--- config.mk ---
export PLATFORM = sky130hd
export DESIGN_NAME = pic_mem_arb_flat
export DESIGN_NICKNAME = d
export VERILOG_FILES = /design/src/rtl/pic_mem_arb_if.sv /design/src/rtl/pic_mem_arb.sv /design/src/flat_wrapper.sv
export SDC_FILE = /design/constraint.sdc
export NUM_CORES = 1
export LEC_CHECK = 0
export ABC_AREA = 1
export BUFFER_PORTS_ARGS = -buffer_cell sky130_fd_sc_hd__buf_2
export CAP_MARGIN = 10
export CORE_ASPECT_RATIO = 2
export CORE_MARGIN = 5
export CORE_UTILIZATION = 45
export CTS_CLUSTER_SIZE = 10
export DETAILED_ROUTE_END_ITERATION = 16
export PLACE_DENSITY = 0.68
export SYNTH_ARGS = -nofsm -noshare
export SYNTH_HDL_FRONTEND = slang
export SYNTH_SLANG_ARGS = --single-unit
export TNS_END_PERCENT = 1
--- constraint.sdc ---
create_clock -name clk -period 2.65 [get_ports clk]
set_input_delay 0.265 -clock clk [delete_from_list [all_inputs] [get_ports clk]]
set_output_delay 0.265 -clock clk [all_outputs]
set_load 0.005 [all_outputs]
--- src/rtl/pic_mem_arb_if.sv ---
// Bus bundle for the picture RAM arbiter.
// Display, loader, map-config, RAM and status signals in one interface.
interface pic_mem_arb_if #(
    parameter int DATA_W     = 3,
    parameter int FIFO_DEPTH = 4
);
    localparam int LW = $clog2(FIFO_DEPTH) + 1;

    logic              disp_mask;
    logic [2:0]        disp_slot;
    logic [14:0]       disp_addr;
    logic              frame_start;
    logic [DATA_W-1:0] disp_data;
    logic              disp_valid;

    logic              ld_valid;
    logic              ld_ready;
    logic [2:0]        ld_bank;
    logic [14:0]       ld_addr;
    logic [DATA_W-1:0] ld_data;

    logic              cfg_we;
    logic [2:0]        cfg_slot;
    logic [2:0]        cfg_bank;

    logic [17:0]       mem_addr;
    logic              mem_we;
    logic [DATA_W-1:0] mem_wdata;
    logic [DATA_W-1:0] mem_rdata;

    logic [LW-1:0]     fifo_level;

    modport slave (
        input  disp_mask, disp_slot, disp_addr, frame_start,
        output disp_data, disp_valid,
        input  ld_valid, ld_bank, ld_addr, ld_data,
        output ld_ready,
        input  cfg_we, cfg_slot, cfg_bank,
        output mem_addr, mem_we, mem_wdata,
        input  mem_rdata,
        output fifo_level
    );

    modport master (
        output disp_mask, disp_slot, disp_addr, frame_start,
        input  disp_data, disp_valid,
        output ld_valid, ld_bank, ld_addr, ld_data,
        input  ld_ready,
        output cfg_we, cfg_slot, cfg_bank,
        input  mem_addr, mem_we, mem_wdata,
        output mem_rdata,
        input  fifo_level
    );
endinterface

--- src/rtl/pic_mem_arb.sv ---
// Shared picture RAM arbiter: display reads win, loader writes drain
// from a small FIFO in blanking, slot->bank map swaps at frame start.
module pic_mem_arb #(
    parameter int DATA_W     = 3,
    parameter int FIFO_DEPTH = 4
) (
    input  logic           clk,
    input  logic           rst_n,
    pic_mem_arb_if.slave   bus
);
    localparam int AW = $clog2(FIFO_DEPTH);
    localparam int LW = AW + 1;
    localparam int EW = 18 + DATA_W;

    logic [2:0]        shadow_q [8];
    logic [2:0]        shadow_d [8];
    logic [2:0]        active_q [8];

    logic [EW-1:0]     fifo_q [FIFO_DEPTH];
    logic [AW-1:0]     wptr_q;
    logic [AW-1:0]     rptr_q;
    logic [LW-1:0]     level_q;

    logic [17:0]       mem_addr_q;
    logic              mem_we_q;
    logic [DATA_W-1:0] mem_wdata_q;

    logic              rd1_q;
    logic              rd2_q;
    logic [DATA_W-1:0] disp_data_q;
    logic              disp_valid_q;

    logic              push;
    logic              pop;
    logic              ready;
    logic [EW-1:0]     head;

    assign ready = level_q < LW'(FIFO_DEPTH);
    assign push  = bus.ld_valid & ready;
    assign pop   = ~bus.disp_mask & (level_q != '0);
    assign head  = fifo_q[rptr_q];

    // Shadow map with this cycle's config write merged in
    always_comb begin
        for (int i = 0; i < 8; i++) begin
            shadow_d[i] = shadow_q[i];
        end
        if (bus.cfg_we) begin
            shadow_d[bus.cfg_slot] = bus.cfg_bank;
        end
    end

    // Map tables: shadow follows config, active copies it at frame start
    always_ff @(posedge clk or negedge rst_n) begin
        if (!rst_n) begin
            for (int i = 0; i < 8; i++) begin
                shadow_q[i] <= 3'(i);
                active_q[i] <= 3'(i);
            end
        end else begin
            for (int i = 0; i < 8; i++) begin
                shadow_q[i] <= shadow_d[i];
                if (bus.frame_start) begin
                    active_q[i] <= shadow_d[i];
                end
            end
        end
    end

    // Loader FIFO storage, pointers and occupancy
    always_ff @(posedge clk or negedge rst_n) begin
        if (!rst_n) begin
            for (int i = 0; i < FIFO_DEPTH; i++) begin
                fifo_q[i] <= '0;
            end
            wptr_q  <= '0;
            rptr_q  <= '0;
            level_q <= '0;
        end else begin
            if (push) begin
                fifo_q[wptr_q] <= {bus.ld_bank, bus.ld_addr, bus.ld_data};
                wptr_q         <= wptr_q + AW'(1);
            end
            if (pop) begin
                rptr_q <= rptr_q + AW'(1);
            end
            if (push && !pop) begin
                level_q <= level_q + LW'(1);
            end else if (pop && !push) begin
                level_q <= level_q - LW'(1);
            end
        end
    end

    // Per-cycle RAM decision: display read, else queued write, else idle
    always_ff @(posedge clk or negedge rst_n) begin
        if (!rst_n) begin
            mem_addr_q  <= '0;
            mem_we_q    <= 1'b0;
            mem_wdata_q <= '0;
        end else if (bus.disp_mask) begin
            mem_addr_q <= {active_q[bus.disp_slot], bus.disp_addr};
            mem_we_q   <= 1'b0;
        end else if (pop) begin
            mem_addr_q  <= head[EW-1 -: 18];
            mem_wdata_q <= head[DATA_W-1:0];
            mem_we_q    <= 1'b1;
        end else begin
            mem_we_q <= 1'b0;
        end
    end

    // Read-return pipeline aligning the valid flag with RAM data
    always_ff @(posedge clk or negedge rst_n) begin
        if (!rst_n) begin
            rd1_q        <= 1'b0;
            rd2_q        <= 1'b0;
            disp_valid_q <= 1'b0;
            disp_data_q  <= '0;
        end else begin
            rd1_q        <= bus.disp_mask;
            rd2_q        <= rd1_q;
            disp_valid_q <= rd2_q;
            if (rd2_q) begin
                disp_data_q <= bus.mem_rdata;
            end
        end
    end

    assign bus.ld_ready   = ready;
    assign bus.fifo_level = level_q;
    assign bus.mem_addr   = mem_addr_q;
    assign bus.mem_we     = mem_we_q;
    assign bus.mem_wdata  = mem_wdata_q;
    assign bus.disp_data  = disp_data_q;
    assign bus.disp_valid = disp_valid_q;
endmodule

--- src/flat_wrapper.sv ---
// flat-port wrapper written by rule: the top's interface ports become plain ports
module pic_mem_arb_flat 
#(
    parameter int DATA_W     = 3,
    parameter int FIFO_DEPTH = 4
)
  (clk, rst_n, bus_disp_mask, bus_disp_slot, bus_disp_addr, bus_frame_start, bus_disp_data, bus_disp_valid, bus_ld_valid, bus_ld_bank, bus_ld_addr, bus_ld_data, bus_ld_ready, bus_cfg_we, bus_cfg_slot, bus_cfg_bank, bus_mem_addr, bus_mem_we, bus_mem_wdata, bus_mem_rdata, bus_fifo_level);
  pic_mem_arb_if #(.DATA_W(DATA_W), .FIFO_DEPTH(FIFO_DEPTH)) bus_i ();
  input  logic clk;
  input  logic rst_n;
  input wire logic [$bits(bus_i.disp_mask)-1:0] bus_disp_mask;
  input wire logic [$bits(bus_i.disp_slot)-1:0] bus_disp_slot;
  input wire logic [$bits(bus_i.disp_addr)-1:0] bus_disp_addr;
  input wire logic [$bits(bus_i.frame_start)-1:0] bus_frame_start;
  output wire logic [$bits(bus_i.disp_data)-1:0] bus_disp_data;
  output wire logic [$bits(bus_i.disp_valid)-1:0] bus_disp_valid;
  input wire logic [$bits(bus_i.ld_valid)-1:0] bus_ld_valid;
  input wire logic [$bits(bus_i.ld_bank)-1:0] bus_ld_bank;
  input wire logic [$bits(bus_i.ld_addr)-1:0] bus_ld_addr;
  input wire logic [$bits(bus_i.ld_data)-1:0] bus_ld_data;
  output wire logic [$bits(bus_i.ld_ready)-1:0] bus_ld_ready;
  input wire logic [$bits(bus_i.cfg_we)-1:0] bus_cfg_we;
  input wire logic [$bits(bus_i.cfg_slot)-1:0] bus_cfg_slot;
  input wire logic [$bits(bus_i.cfg_bank)-1:0] bus_cfg_bank;
  output wire logic [$bits(bus_i.mem_addr)-1:0] bus_mem_addr;
  output wire logic [$bits(bus_i.mem_we)-1:0] bus_mem_we;
  output wire logic [$bits(bus_i.mem_wdata)-1:0] bus_mem_wdata;
  input wire logic [$bits(bus_i.mem_rdata)-1:0] bus_mem_rdata;
  output wire logic [$bits(bus_i.fifo_level)-1:0] bus_fifo_level;
  assign bus_i.disp_mask = bus_disp_mask;
  assign bus_i.disp_slot = bus_disp_slot;
  assign bus_i.disp_addr = bus_disp_addr;
  assign bus_i.frame_start = bus_frame_start;
  assign bus_disp_data = bus_i.disp_data;
  assign bus_disp_valid = bus_i.disp_valid;
  assign bus_i.ld_valid = bus_ld_valid;
  assign bus_i.ld_bank = bus_ld_bank;
  assign bus_i.ld_addr = bus_ld_addr;
  assign bus_i.ld_data = bus_ld_data;
  assign bus_ld_ready = bus_i.ld_ready;
  assign bus_i.cfg_we = bus_cfg_we;
  assign bus_i.cfg_slot = bus_cfg_slot;
  assign bus_i.cfg_bank = bus_cfg_bank;
  assign bus_mem_addr = bus_i.mem_addr;
  assign bus_mem_we = bus_i.mem_we;
  assign bus_mem_wdata = bus_i.mem_wdata;
  assign bus_i.mem_rdata = bus_mem_rdata;
  assign bus_fifo_level = bus_i.fifo_level;
  pic_mem_arb #(.DATA_W(DATA_W), .FIFO_DEPTH(FIFO_DEPTH)) u_core (.clk(clk), .rst_n(rst_n), .bus(bus_i));
endmodule
## Word-level counts from Yosys, hierarchy flattened

Cells that the tools add are included.

| word-level totals | value |
|---|---|
| bits of input ports | 54 |
| memory bits (writable) | 0 |
| latch bits | 0 |
| memory bits (read-only) | 0 |
| memories | 0 |
| bits in registers | 167 |
| logic and storage cells | 77 |
| output and inout port bits | 30 |

| cells by class | value |
|---|---|
| magnitude comparators | 7 |
| equal/unequal tests | 0 |
| bitwise operators | 7 |
| $add $sub $neg | 4 |
| multiply operators | 0 |
| reductions and logical operators | 10 |
| divide/modulo/power cells | 0 |
| shifts and indexed selects | 0 |
| mux-type cells | 19 |

Operator list:

| cell | count |
|---|---|
| bitwise mux 84 bit | 1 |
| two-way mux 21 bit | 3 |
| binary-select mux 21 bit (select 2 bit) | 1 |
| demux 21 bit (select 2 bit) | 1 |
| two-way mux 18 bit | 2 |
| bitwise mux 24 bit | 1 |
| two-way mux 24 bit | 1 |
| two-way mux 3 bit | 5 |
| binary-select mux 3 bit (select 3 bit) | 1 |
| demux 3 bit (select 3 bit) | 1 |
| >= comparator 4 bit (second input constant) | 2 |
| NOT 3 -> 4 bit | 2 |
| >= comparator 3 bit (second input constant) | 2 |
| NOT 2 -> 3 bit | 2 |
| adder 2 x 1 -> 2 bit (second input constant) | 2 |
| logical AND 1 bit | 4 |
| less-than comparator 4 x 1 -> 1 bit (second input constant) | 1 |
| nonzero test 2 bit | 2 |
| adder 3 x 1 -> 3 bit (second input constant) | 1 |
| less-than comparator 3 x 1 -> 1 bit (second input constant) | 1 |
| less-than comparator 3 bit (second input constant) | 1 |
| nonzero test 3 bit | 1 |
| subtractor 3 x 1 -> 3 bit (second input constant) | 1 |
| AND 1 bit | 2 |
| other kinds (4) | 6 |

## Depth between registers and ports, before layout

Gate-level depths: netlist of the first run.

| logic depth | value |
|---|---|
| depth after elaboration | 7 |
| gate-level depth with buffers | 9 |
| depth with buffers taken out | 9 |

## Worst setup path before layout of the first run

Ideal clock, no wire load.

| timing | value |
|---|---|
| path kind | register to register |
| start point | reg u_core.level_q[0] (netlist: u_core.bus.fifo_level[0]) |
| end point | reg u_core.level_q[2] (netlist: u_core.bus.fifo_level[2]) |
| path slack | 751 ps |
| library setup time | 131 ps |
| buffers on the path | 0 |
| data required time | 2519 ps |
| arrival | 1768 ps |
| clock period less this slack | 1899 ps |
| stages on the path, launching flop included | 10 |
| path through | dfrtp_1 -> nor2_2 -> nand2_1 -> nand2_1 -> ha_1 -> inv_1 -> fa_1 -> a21oi_1 -> o21ai_0 -> xor2_1 |

| on the way | value |
|---|---|
| cells in the longest elaborated chain, start to end | 5 |
| elaborated cells between the ends (all ways) | 13 |
| those cells by class | add/sub: 2; order compare: 1; mux: 2; bitwise: 2; reduce/logical: 6 |

RTL lines:

| element | RTL line | RTL |
|---|---|---|
| start, declared | pic_mem_arb.sv:22 | `logic [LW-1:0] level_q;` |
| start signal, assigned | pic_mem_arb.sv:88 | `level_q <= level_q + LW'(1);` |
| start signal, assigned | pic_mem_arb.sv:90 | `level_q <= level_q - LW'(1);` |
| less-than comparator 3 bit or nonzero test 3 bit (tied branches) | pic_mem_arb.sv:38, pic_mem_arb.sv:40 |  |
| AND 1 bit (on tied branches) | pic_mem_arb.sv:39, pic_mem_arb.sv:40 |  |
| zero test 1 bit (on tied branches) | pic_mem_arb.sv:89, pic_mem_arb.sv:87 |  |
| logical AND 1 bit (on tied branches) | pic_mem_arb.sv:89, pic_mem_arb.sv:87 |  |
| nonzero test 2 bit (no line) or two-way mux 3 bit (tied branches) | - |  |

Several ways; a longest one is shown, not always the timed one. The select of a mux whose other input is x is not followed.
A chain may end at the register's enable or synchronous reset.

## Worst setup path in the final report of the first run

Ends and elaborated chain as after synthesis.

==> results of run 1 <==
## cell usage in the layout (no fill, tap or decap)
cell type / n
nand3_1: 43
inv_4: 2
nor2_1: 16
dlygate4sd3_1: 1
o21ai_0: 133
inv_1: 116
o211ai_1: 15
o22ai_1: 3
ha_1: 5
buf_4: 8
buf_2: 82
a21oi_2: 1
dfrtp_1: 143
buf_12: 1
dfstp_2: 24
inv_6: 5
clkbuf_1: 3
xnor2_1: 1
nand2_1: 289
a21oi_1: 4
nor2_2: 2
bufinv_16: 1
buf_6: 1
xor2_1: 3
mux2_2: 3
nand2_2: 5
clkinv_4: 1
nand3_4: 1
fa_1: 1
inv_2: 4
o21ai_1: 36
clkinvlp_4: 5
clkbuf_16: 17
o21ai_2: 1
## worst register-to-register path, delay by kind of cell, from the launching register on
kind | cells | cell delay (ns)
fa+ha+maj | 2 | 0.55
simple gates | 3 | 0.46
flops | 1 | 0.43
compound gates | 2 | 0.25
xor+xnor | 1 | 0.15
buf+inv | 1 | 0.06
## layer usage
| metal | part of all wire (%) | vias up | global-route usage (%) |
|---|---|---|---|
| met1 | 39 | 2744 | 20.8 |
| met3 | 2.2 | 25 | 2.89 |
| met4 | 2.5 | 0 | 8.45 |
| li1 | - | 2952 | - |
| met2 | 56 | 75 | 35.7 |
| met5 | 0 | - | 0 |
## where the power goes
part / internal (mW) / total, mW / switching [mW]
combinational: 1.01 / 2.77 / 1.76
sequential: 3.53 / 3.99 / 0.469
clock: 1.31 / 2.35 / 1.04
total: 5.85 / 9.11 / 3.27
## metrics by stage
step / hold slack [ns] / instances / worst slack, ns / utilization (%)
after CTS: 0.0225 / 1180 / 0.626 / 52.5
after detailed placement: 0.345 / 1147 / 0.627 / 49.0
after floorplan: -0.0306 / 892 / 0.751 / -
final: 0.0393 / 1180 / 0.642 / 52.5
after global routing: 0.0327 / 1180 / 0.463 / 52.5
after global placement: 0.343 / 1147 / 0.621 / 49.0
## final timing paths
kind,cells past startpoint,slack (ns),endpoint,start
worst max register to register,9,0.64,u_core.bus.fifo_level[2]$_DFFE_PN0P_,u_core.bus.fifo_level[0]$_DFFE_PN0P_
worst min-delay path,1,0.04,u_core.rd1_q$_DFF_PN0_,bus_disp_mask
worst min register to register,0,0.43,u_core.rd2_q$_DFF_PN0_,u_core.rd1_q$_DFF_PN0_
worst max-delay path,9,0.64,u_core.bus.fifo_level[2]$_DFFE_PN0P_,u_core.bus.fifo_level[0]$_DFFE_PN0P_
max in group asynchronous,3,1.39,u_core.active_q[6]$_DFFE_PN1P_,rst_n
min in group asynchronous,2,0.44,u_core.fifo_q[17]$_DFFE_PN0P_,rst_n
## layout make-up
type	instances	area, um2	share of cell area [%]
Tap cell	204	255	2.97
Clock buffer	20	437	5.09
Multi-Input combinational cell	562	2590	30.1
Timing Repair Buffer	93	512	5.96
Sequential cell	167	4210	49.0
Inverter	122	463	5.39
Clock inverter	12	120	1.40
## registers in the layout, indices dropped and copies added, names as in the netlist
| register | count |
|---|---|
| u_core.rptr_q | 2 |
| u_core.active_q | 24 |
| u_core.rd1_q | 1 |
| u_core.bus.mem_wdata | 3 |
| u_core.bus.disp_valid | 1 |
| u_core.wptr_q | 2 |
| u_core.bus.mem_we | 1 |
| u_core.bus.disp_data | 3 |
| u_core.rd2_q | 1 |
| u_core.fifo_q | 84 |
| u_core.bus.fifo_level | 3 |
| u_core.shadow_q | 24 |
| u_core.bus.mem_addr | 18 |
## Yosys cell counts
cell      count
o211ai_1     15
o22ai_1       3
buf_1         2
inv_1       116
o21ai_1      36
a21oi_1       4
clkbuf_1      4
nand3_4       1
buf_4         3
dfstp_2      24
buf_2        28
nor2_2        2
xor2_1        3
dfrtp_1     143
mux2_2        3
inv_4         2
o21ai_0     133
nand3_1      43
inv_2         4
ha_1          5
xnor2_1       1
nand2_2       5
nor2_1       16
fa_1          1
a21oi_2       1
nand2_1     289
buf_6         2
o21ai_2       1
clkbuf_2      2
## cell families (layout without fill, tap and decap cells)
kind of cell    after synthesis  in the layout  synth area share, %
compound gates              193            193                 13.6
mux                           3              3                0.452
buf+inv                     163            247                 9.10
flops                       167            167                 56.3
simple gates                356            356                 19.0
xor+xnor                      4              4                0.469
fa+ha+maj                     6              6                 1.10
==> impl_metrics.toml, run 1 <==
[sta]
period_needed_ns = 2.01
slew_headroom_pct = 47.0
fmax_ghz = 0.498
finalMaxSlewViolations = 0
tns_ns = 0
tightestPinTransition_ns = 0.792
rsz0062_at_grt = "no"
hold_viol_final = 0
setup_viol = 0
skew_ns = 0.00773
finalCritPeriodShare_pct = 75.8

[routing]
drc = 0
routed_wl_mm = 17.6
num_vias = 5796
dr.pass1.iters = 4
wl_per_cell_um = 15.0
ant_nets = 0
drt-initial-drc-count = 281
via_per_inst = 4.91

[critical_path]
cp_slowest_cell = "dfrtp_1"
critPathMaxFanout = 5
crit_buf_inv = 1
critical-path-top-delay-family = "adder cells"
crit_top_cell = "nand2_1"
critPathMaxStageDelay_ns = 0.43
required_ns = 2.95
start_kind = "register"
crit_arrival_ns = 2.31
end_kind = "register"
cp_cell_sequence = "nor2_2 -> nand2_1 -> nand2_1 -> ha_1 -> inv_1 -> fa_1 -> a21oi_1 -> o21ai_0 -> xor2_1"
critPathKind = "reg -> reg"

[yosys]
synthesis.area_um2 = 7480
netlist_top_cells_area = "dfrtp_1 (48%), nand2_1 (15%), o21ai_0 (8.9%), dfstp_2 (8.4%), inv_1 (5.8%)"
seq_area_frac_synth_pct = 56.3
syn_inst = 892
synth_nets = 952
ys_types = 29
yosys_warnings = 0
yosysTopAreaCellShare_pct = 47.9
yosysTopAreaCell = "dfrtp_1"
syn_avg_cell_area_um2 = 8.38
synth_seq_cells = 167

[die]
die_x_um = 101
floorplan.rows = 66
fp.dieH_um = 192
ios = 84
start_util_pct = 45.7
coreArea_um2 = 16400
dieArea_um2 = 19500

[placement]
dp_hpwl_mm = 12.0
routabilityCongestion = 0.817
port_buffers = 83
dpl_cell_area_um2 = 8020

[power]
p_per_area_nw_per_um2 = 1060
p_total_mw = 9.11
peakVddDrop_mv = 0.511
p_leak_nw = 4.32

[clocking]
cts_setup_buffers = 0
cts_resized = 0
cts_tree = "done"
cts_max_level = 4
cts_sinks = 167
postCtsHoldBufs = 1
root_buffer = "clkbuf_16"
path_clk_slew_ns = 0.06
clk_latency_ns = 0.42
clock_path_buffers = 2
numCtsBuffers = 17

[finish]
area_growth_pct = 14.8
layout.nets = 1023
drive_gt1_share_pct = 16.8
fill_cells = 1612
design_area_um2 = 8580
diodes = 0

[global_routing]
grt_max_degree = 74
track_usage_pct = 19.1
grt-ovfl-total = 0
grt_pass1_vias = 5853
antenna_found_initial = 0
grt_pass1_wl_mm = 28.8

[hold_path]
hold_path.class = "in -> reg"

[flow_run]
drv_cap = 0

[run_status]
status = "finished clean"
(Power assumes the default switching activity.)
==> run 2, diff against run 1 <==
- PLACE_DENSITY: 0.68 -> 0.7
- clock period: 2.65 -> 1.8 ns (I/O delays scaled with it)
==> run 2 against run 1 <==
Net effect:
- power grew 52%
- sequential share of layout area shrank 1.5 points
- final cell count grew 1.7%
- largest power group unchanged
- core utilization grew 1.7 points
- register-to-register slack lost 0.54 ns
- flip-flop and latch count is the same
- count of clock-buffer cells in the layout shrank 1
- sequential power grew 48%
- die area is the same
- global-route usage grew 0.79 points
- worst setup slack lost 0.54 ns
==> impl_metrics.toml, run 2 (synthesized netlist as in run 1, its figures left out) <==
[run_status]
status = "finished clean"

[finish]
fill_cells = 1573
multi_input_area_um2 = 2600
largest_register_ff_count = 84
largestRegisters = "u_core.fifo_q: 84 flops, u_core.active_q: 24 flops, u_core.shadow_q: 24 flops"
regArea_um2 = 4210
diodes = 0
design_area_um2 = 8870
top_register = "u_core.fifo_q"
layout.nets = 1043
area_growth_pct = 18.6
final_cell_mix = "nand2_1 (288), dfrtp_1 (142), o21ai_0 (132), inv_1 (116), buf_2 (82)"
drive_gt1_share_pct = 18.4
final_util_pct = 54.2
final_common_cell = "nand2_1"

[die]
fp.dieH_um = 192
ios = 84
floorplan.rows = 66
dieArea_um2 = 19500
die_x_um = 101
start_util_pct = 45.7
coreArea_um2 = 16400

[critical_path]
critPathKind = "reg -> reg"
crit_buf_inv = 1
cp_slowest_cell = "dfrtp_1"
critical-path-top-delay-family = "adder cells"
crit_arrival_ns = 2.01
critPathMaxFanout = 3
end_kind = "register"
start_kind = "register"
cp_cell_sequence = "nor2_4 -> nand2_1 -> nand2_2 -> ha_1 -> inv_1 -> fa_2 -> a21oi_1 -> o21ai_1 -> xor2_1"
required_ns = 2.11
critPathMaxStageDelay_ns = 0.43

[routing]
num_vias = 6032
ant_nets = 0
wl_per_cell_um = 15.2
via_per_inst = 5.03
drc = 0
drt-initial-drc-count = 385
dr.pass1.iters = 8
routed_wl_mm = 18.2

[global_routing]
grt-ovfl-total = 0
grt_max_degree = 49
track_usage_pct = 19.9
grt_pass1_vias = 6115
grt_pass1_wl_mm = 29.9
antenna_found_initial = 0

[sta]
finalCritPeriodShare_pct = 94.6
slew_headroom_pct = 69.4
fmax_ghz = 0.587
rsz0062_at_grt = "no"
tightestPinTransition_ns = 0.458
skew_ns = 0.00728
setup_viol = 0
period_needed_ns = 1.70
hold_viol_final = 0
finalMaxSlewViolations = 0

[power]
clkPwrFrac_pct = 26.2
peakVddDrop_mv = 0.808
p_total_mw = 13.9
p_int_mw = 8.96
p_seq_share_pct = 42.6
p_sw_mw = 4.90
combPwrFrac_pct = 31.2
p_leak_nw = 4.47
sw_frac_of_total_pct = 35.3
p_per_area_nw_per_um2 = 1560

[placement]
dpl_cell_area_um2 = 8210
dp_hpwl_mm = 12.5
routabilityCongestion = 0.842
port_buffers = 83

[clocking]
clock_path_buffers = 2
cts_sinks = 167
cts_max_level = 4
cts_setup_buffers = 0
path_clk_slew_ns = 0.06
numCtsBuffers = 17
root_buffer = "clkbuf_16"
clk_latency_ns = 0.43
cts_tree = "done"

[hold_path]
hold_path.class = "in -> reg"

[flow_run]
drv_cap = 0
==> run 2: worst min-delay path, stage by stage <==
cell	delay (ns)
buf_2	0.07
inv_1	0.05
o21ai_1	0.12
==> run 2: per-stage QoR <==
step	hold slack [ns]	worst slack (ns)	setup TNS [ns]	instances
2_1_floorplan	-0.116	0.00101	0	892
3_3_place_gp	0.118	0.0365	0	1161
4_1_cts	0.0275	0.0138	0	1200
3_5_place_dp	0.125	-0.00818	-0.00818	1161
6_report	0.0345	0.0973	0	1200
5_1_grt	0.0461	0.0138	0	1200
==> run 2: power by group through the flow <==
stage               Sequential [mW]  Combinational (mW)  Clock [mW]
floorplan                      5.82                2.93           0
global placement               5.89                4.22           0
detailed placement             5.95                4.35           0
CTS                            5.90                4.40        3.68
global route                   6.06                4.99        3.86
finish                         5.91                4.33        3.63
==> run 2: worst paths after layout <==
kind | end | slack (ns) | depth (start not counted) | startpoint
setup / recovery | u_core.bus.fifo_level[2]$_DFFE_PN0P_ | 0.1 | 9 | u_core.bus.fifo_level[2]$_DFFE_PN0P_
hold reg to reg | u_core.rd2_q$_DFF_PN0_ | 0.35 | 0 | u_core.rd1_q$_DFF_PN0_
max in group asynchronous | u_core.active_q[16]$_DFFE_PN1P_ | 0.97 | 3 | rst_n
hold / removal | u_core.fifo_q[58]$_DFFE_PN0P_ | 0.03 | 3 | bus_ld_addr[13]
setup reg to reg | u_core.bus.fifo_level[2]$_DFFE_PN0P_ | 0.1 | 9 | u_core.bus.fifo_level[2]$_DFFE_PN0P_
min in group asynchronous | u_core.bus.mem_we$_DFF_PN0_ | 0.23 | 2 | rst_n
==> run 2: metal layers <==
layer / track usage, % / share of wire, % / vias up
li1: - / - / 2986
met1: 22.0 / 38 / 2879
met2: 35.4 / 54 / 125
met3: 3.29 / 3.1 / 42
met4: 11.4 / 4.5 / 0
met5: 0 / 0 / -
==> run 2: timing repair <==
action / CTS / global route
endpoints found under the setup margin: 1 / 1
hold endpoints to repair: 39 / 0
hold buffers: 7 / 0
pin swaps: 0 / 1
gates resized for setup: 1 / 1
==> run 2: layout make-up <==
cell class / instances / share of cell area [%]
tap: 204 / 2.88
multi-input combinational: 562 / 29.3
clock inverter: 13 / 1.64
timing repair buffer: 113 / 8.48
inverter: 122 / 5.22
clock buffer: 19 / 5.00
sequential: 167 / 47.5
==> run 3, diff against run 2 <==
- CORE_MARGIN: 5 -> 2
- GPL_TIMING_DRIVEN: unset -> 0
==> run 3 against run 2 <==
Net effect:
- the flow now finishes with violations (negative setup slack)
- first-iteration DRC count grew 20%
- worst setup slack got worse by 0.12 ns
- final cell count is 2.1% higher
- flip-flop and latch count unchanged
- register-to-register slack worse by 0.12 ns
- fmax is 6.5% lower
- combinational power up 6.0%
- final area up 0.72%
- largest cell class unchanged
==> impl_metrics.toml, run 3 (synthesized netlist as in run 1, its figures left out) <==
[finish]
layout.nets = 1068
top_register = "u_core.fifo_q"
final_cell_mix = "nand2_1 (288), dfrtp_1 (142), o21ai_0 (132), inv_1 (114), buf_2 (109)"
diodes = 0
largest_register_ff_count = 84
final_common_cell = "nand2_1"
drive_gt1_share_pct = 20.3
largestRegisters = "u_core.fifo_q: 84 flops, u_core.active_q: 24 flops, u_core.shadow_q: 24 flops"
fill_cells = 1507
area_growth_pct = 19.4

[critical_path]
critPathKind = "reg -> reg"
cp_cell_sequence = "nor2_4 -> nand2_1 -> nand2_2 -> ha_4 -> inv_4 -> fa_2 -> a21oi_2 -> o21ai_1 -> xor2_1"
start_kind = "register"
crit_arrival_ns = 2.13
required_ns = 2.11
end_kind = "register"
critPathMaxFanout = 3
critPathMaxStageDelay_ns = 0.43
cp_slowest_cell = "dfrtp_1"

[sta]
slew_headroom_pct = 60.1
setup_viol = 1
finalCritPeriodShare_pct = 101
period_needed_ns = 1.82
setup_slack_ns = -0.0212
rsz0062_at_grt = "yes"
fmax_ghz = 0.549
finalMaxSlewViolations = 0
hold_viol_final = 0
tns_ns = -0.0212
tightestPinTransition_ns = 0.598
skew_ns = 0.0104

[power]
peakVddDrop_mv = 0.863
p_leak_nw = 4.51
p_per_area_nw_per_um2 = 1580

[die]
start_util_pct = 46.0
dieArea_um2 = 17700
die_x_um = 95.2
floorplan.rows = 66
ios = 84
coreArea_um2 = 16300
fp.dieH_um = 186

[routing]
routed_wl_mm = 19.8
num_vias = 6133
via_per_inst = 5.01
dr.pass1.iters = 5
drt-initial-drc-count = 461
ant_nets = 0
wl_per_cell_um = 16.1
drc = 0

[global_routing]
grt_pass1_vias = 6180
grt_max_degree = 92
grt-ovfl-total = 0
track_usage_pct = 23.7
antenna_found_initial = 0
grt_pass1_wl_mm = 31.2

[clocking]
cts_tree = "done"
path_clk_slew_ns = 0.07
cts_max_level = 4
clock_path_buffers = 2
cts_sinks = 167
clk_latency_ns = 0.43
numCtsBuffers = 17
root_buffer = "clkbuf_16"

[placement]
routabilityCongestion = 0.841
dp_hpwl_mm = 14.3
port_buffers = 82
dp_slack_ns = -0.221

[hold_path]
hold_path.class = "in -> reg"

[flow_run]
drv_cap = 0

[run_status]
status = "complete, but fails checks"
violations = "negative setup slack"
run 3: changes by cell type in the layout (fill, tap and decap cells not counted), sizes merged:
cell         delta
buf            +17
bufinv          -2
clkbuf          +6
clkinv          +1
clkinvlp        -2
dlygate4sd3     +1
inv             +4
run 3: layout make-up:
| class | count | area [um2] | share of cell area (%) |
|---|---|---|---|
| buffer | 41 | 219 | 2.45 |
| clock buffer | 18 | 439 | 4.92 |
| clock inverter | 14 | 154 | 1.72 |
| inverter | 122 | 465 | 5.21 |
| multi-input combinational | 562 | 2610 | 29.3 |
| sequential | 167 | 4210 | 47.1 |
| tap | 204 | 255 | 2.86 |
| timing repair buffer | 97 | 573 | 6.42 |
run 3: metal layers:
metal / share of wire, % / routed length (um) / vias up / global-route usage, %
li1: - / - / 3044 / -
met1: 35 / 6980 / 2895 / 24.0
met2: 58 / 11400 / 146 / 45.6
met3: 3.3 / 650 / 48 / 3.02
met4: 3.6 / 705 / 0 / 12.2
met5: 0 / 0 / - / 0
run 3: report_power, final:
group / switching, mW / internal (mW)
clock network: 1.70 / 1.90
registers: 0.703 / 5.19
logic: 2.86 / 1.73
total: 5.27 / 8.81
run 3: worst paths after layout:
check                      cells past startpoint  slack [ns]                                    to                            startpoint
setup / recovery                               9       -0.02  u_core.bus.fifo_level[2]$_DFFE_PN0P_  u_core.bus.fifo_level[2]$_DFFE_PN0P_
hold / removal                                 3        0.03         u_core.fifo_q[58]$_DFFE_PN0P_                       bus_ld_addr[13]
setup reg to reg                               9       -0.02  u_core.bus.fifo_level[2]$_DFFE_PN0P_  u_core.bus.fifo_level[2]$_DFFE_PN0P_
hold reg to reg                                0        0.36                u_core.rd2_q$_DFF_PN0_                u_core.rd1_q$_DFF_PN0_
max in group asynchronous                      3        0.64        u_core.active_q[5]$_DFFE_PN1P_                                 rst_n
min in group asynchronous                      2        0.30          u_core.wptr_q[1]$_DFFE_PN0P_                                 rst_n
run 3: stage by stage:
step / area [um2] / power, mW / utilization, % / instances / hold slack (ns)
floorplan: 7490 / 8.75 / - / 892 / -0.116
global placement: 8150 / 10.2 / 50.1 / 1178 / 0.348
detailed placement: 8190 / 10.4 / 50.3 / 1179 / 0.190
CTS: 8910 / 14.1 / 54.8 / 1223 / 0.0205
global route: 8930 / 15.1 / 54.9 / 1225 / 0.0519
finish: 8930 / 14.1 / 54.9 / 1225 / 0.0303
run 3: critical path: cells and delay by family, from the launching register on:
kind / cells / cell delay [ns]
and+or+nand+nor: 3 / 0.38
buffers and inverters: 1 / 0.04
adders and majority gates: 2 / 0.50
DFF: 1 / 0.43
xor gates and xnor gates: 1 / 0.15
AOI/OAI and AO/OA: 2 / 0.22
run 3: what timing repair did:
| action | 4_1_cts | 5_1_grt |
|---|---|---|
| setup buffers | 4 | 2 |
| resized for setup | 8 | 1 |
| pin swaps | 6 | 5 |
| endpoints found under the hold margin | 83 | 0 |
| hold buffers | 8 | 0 |
| endpoints found under the setup margin | 2 | 2 |
| cloned | 0 | 0 |
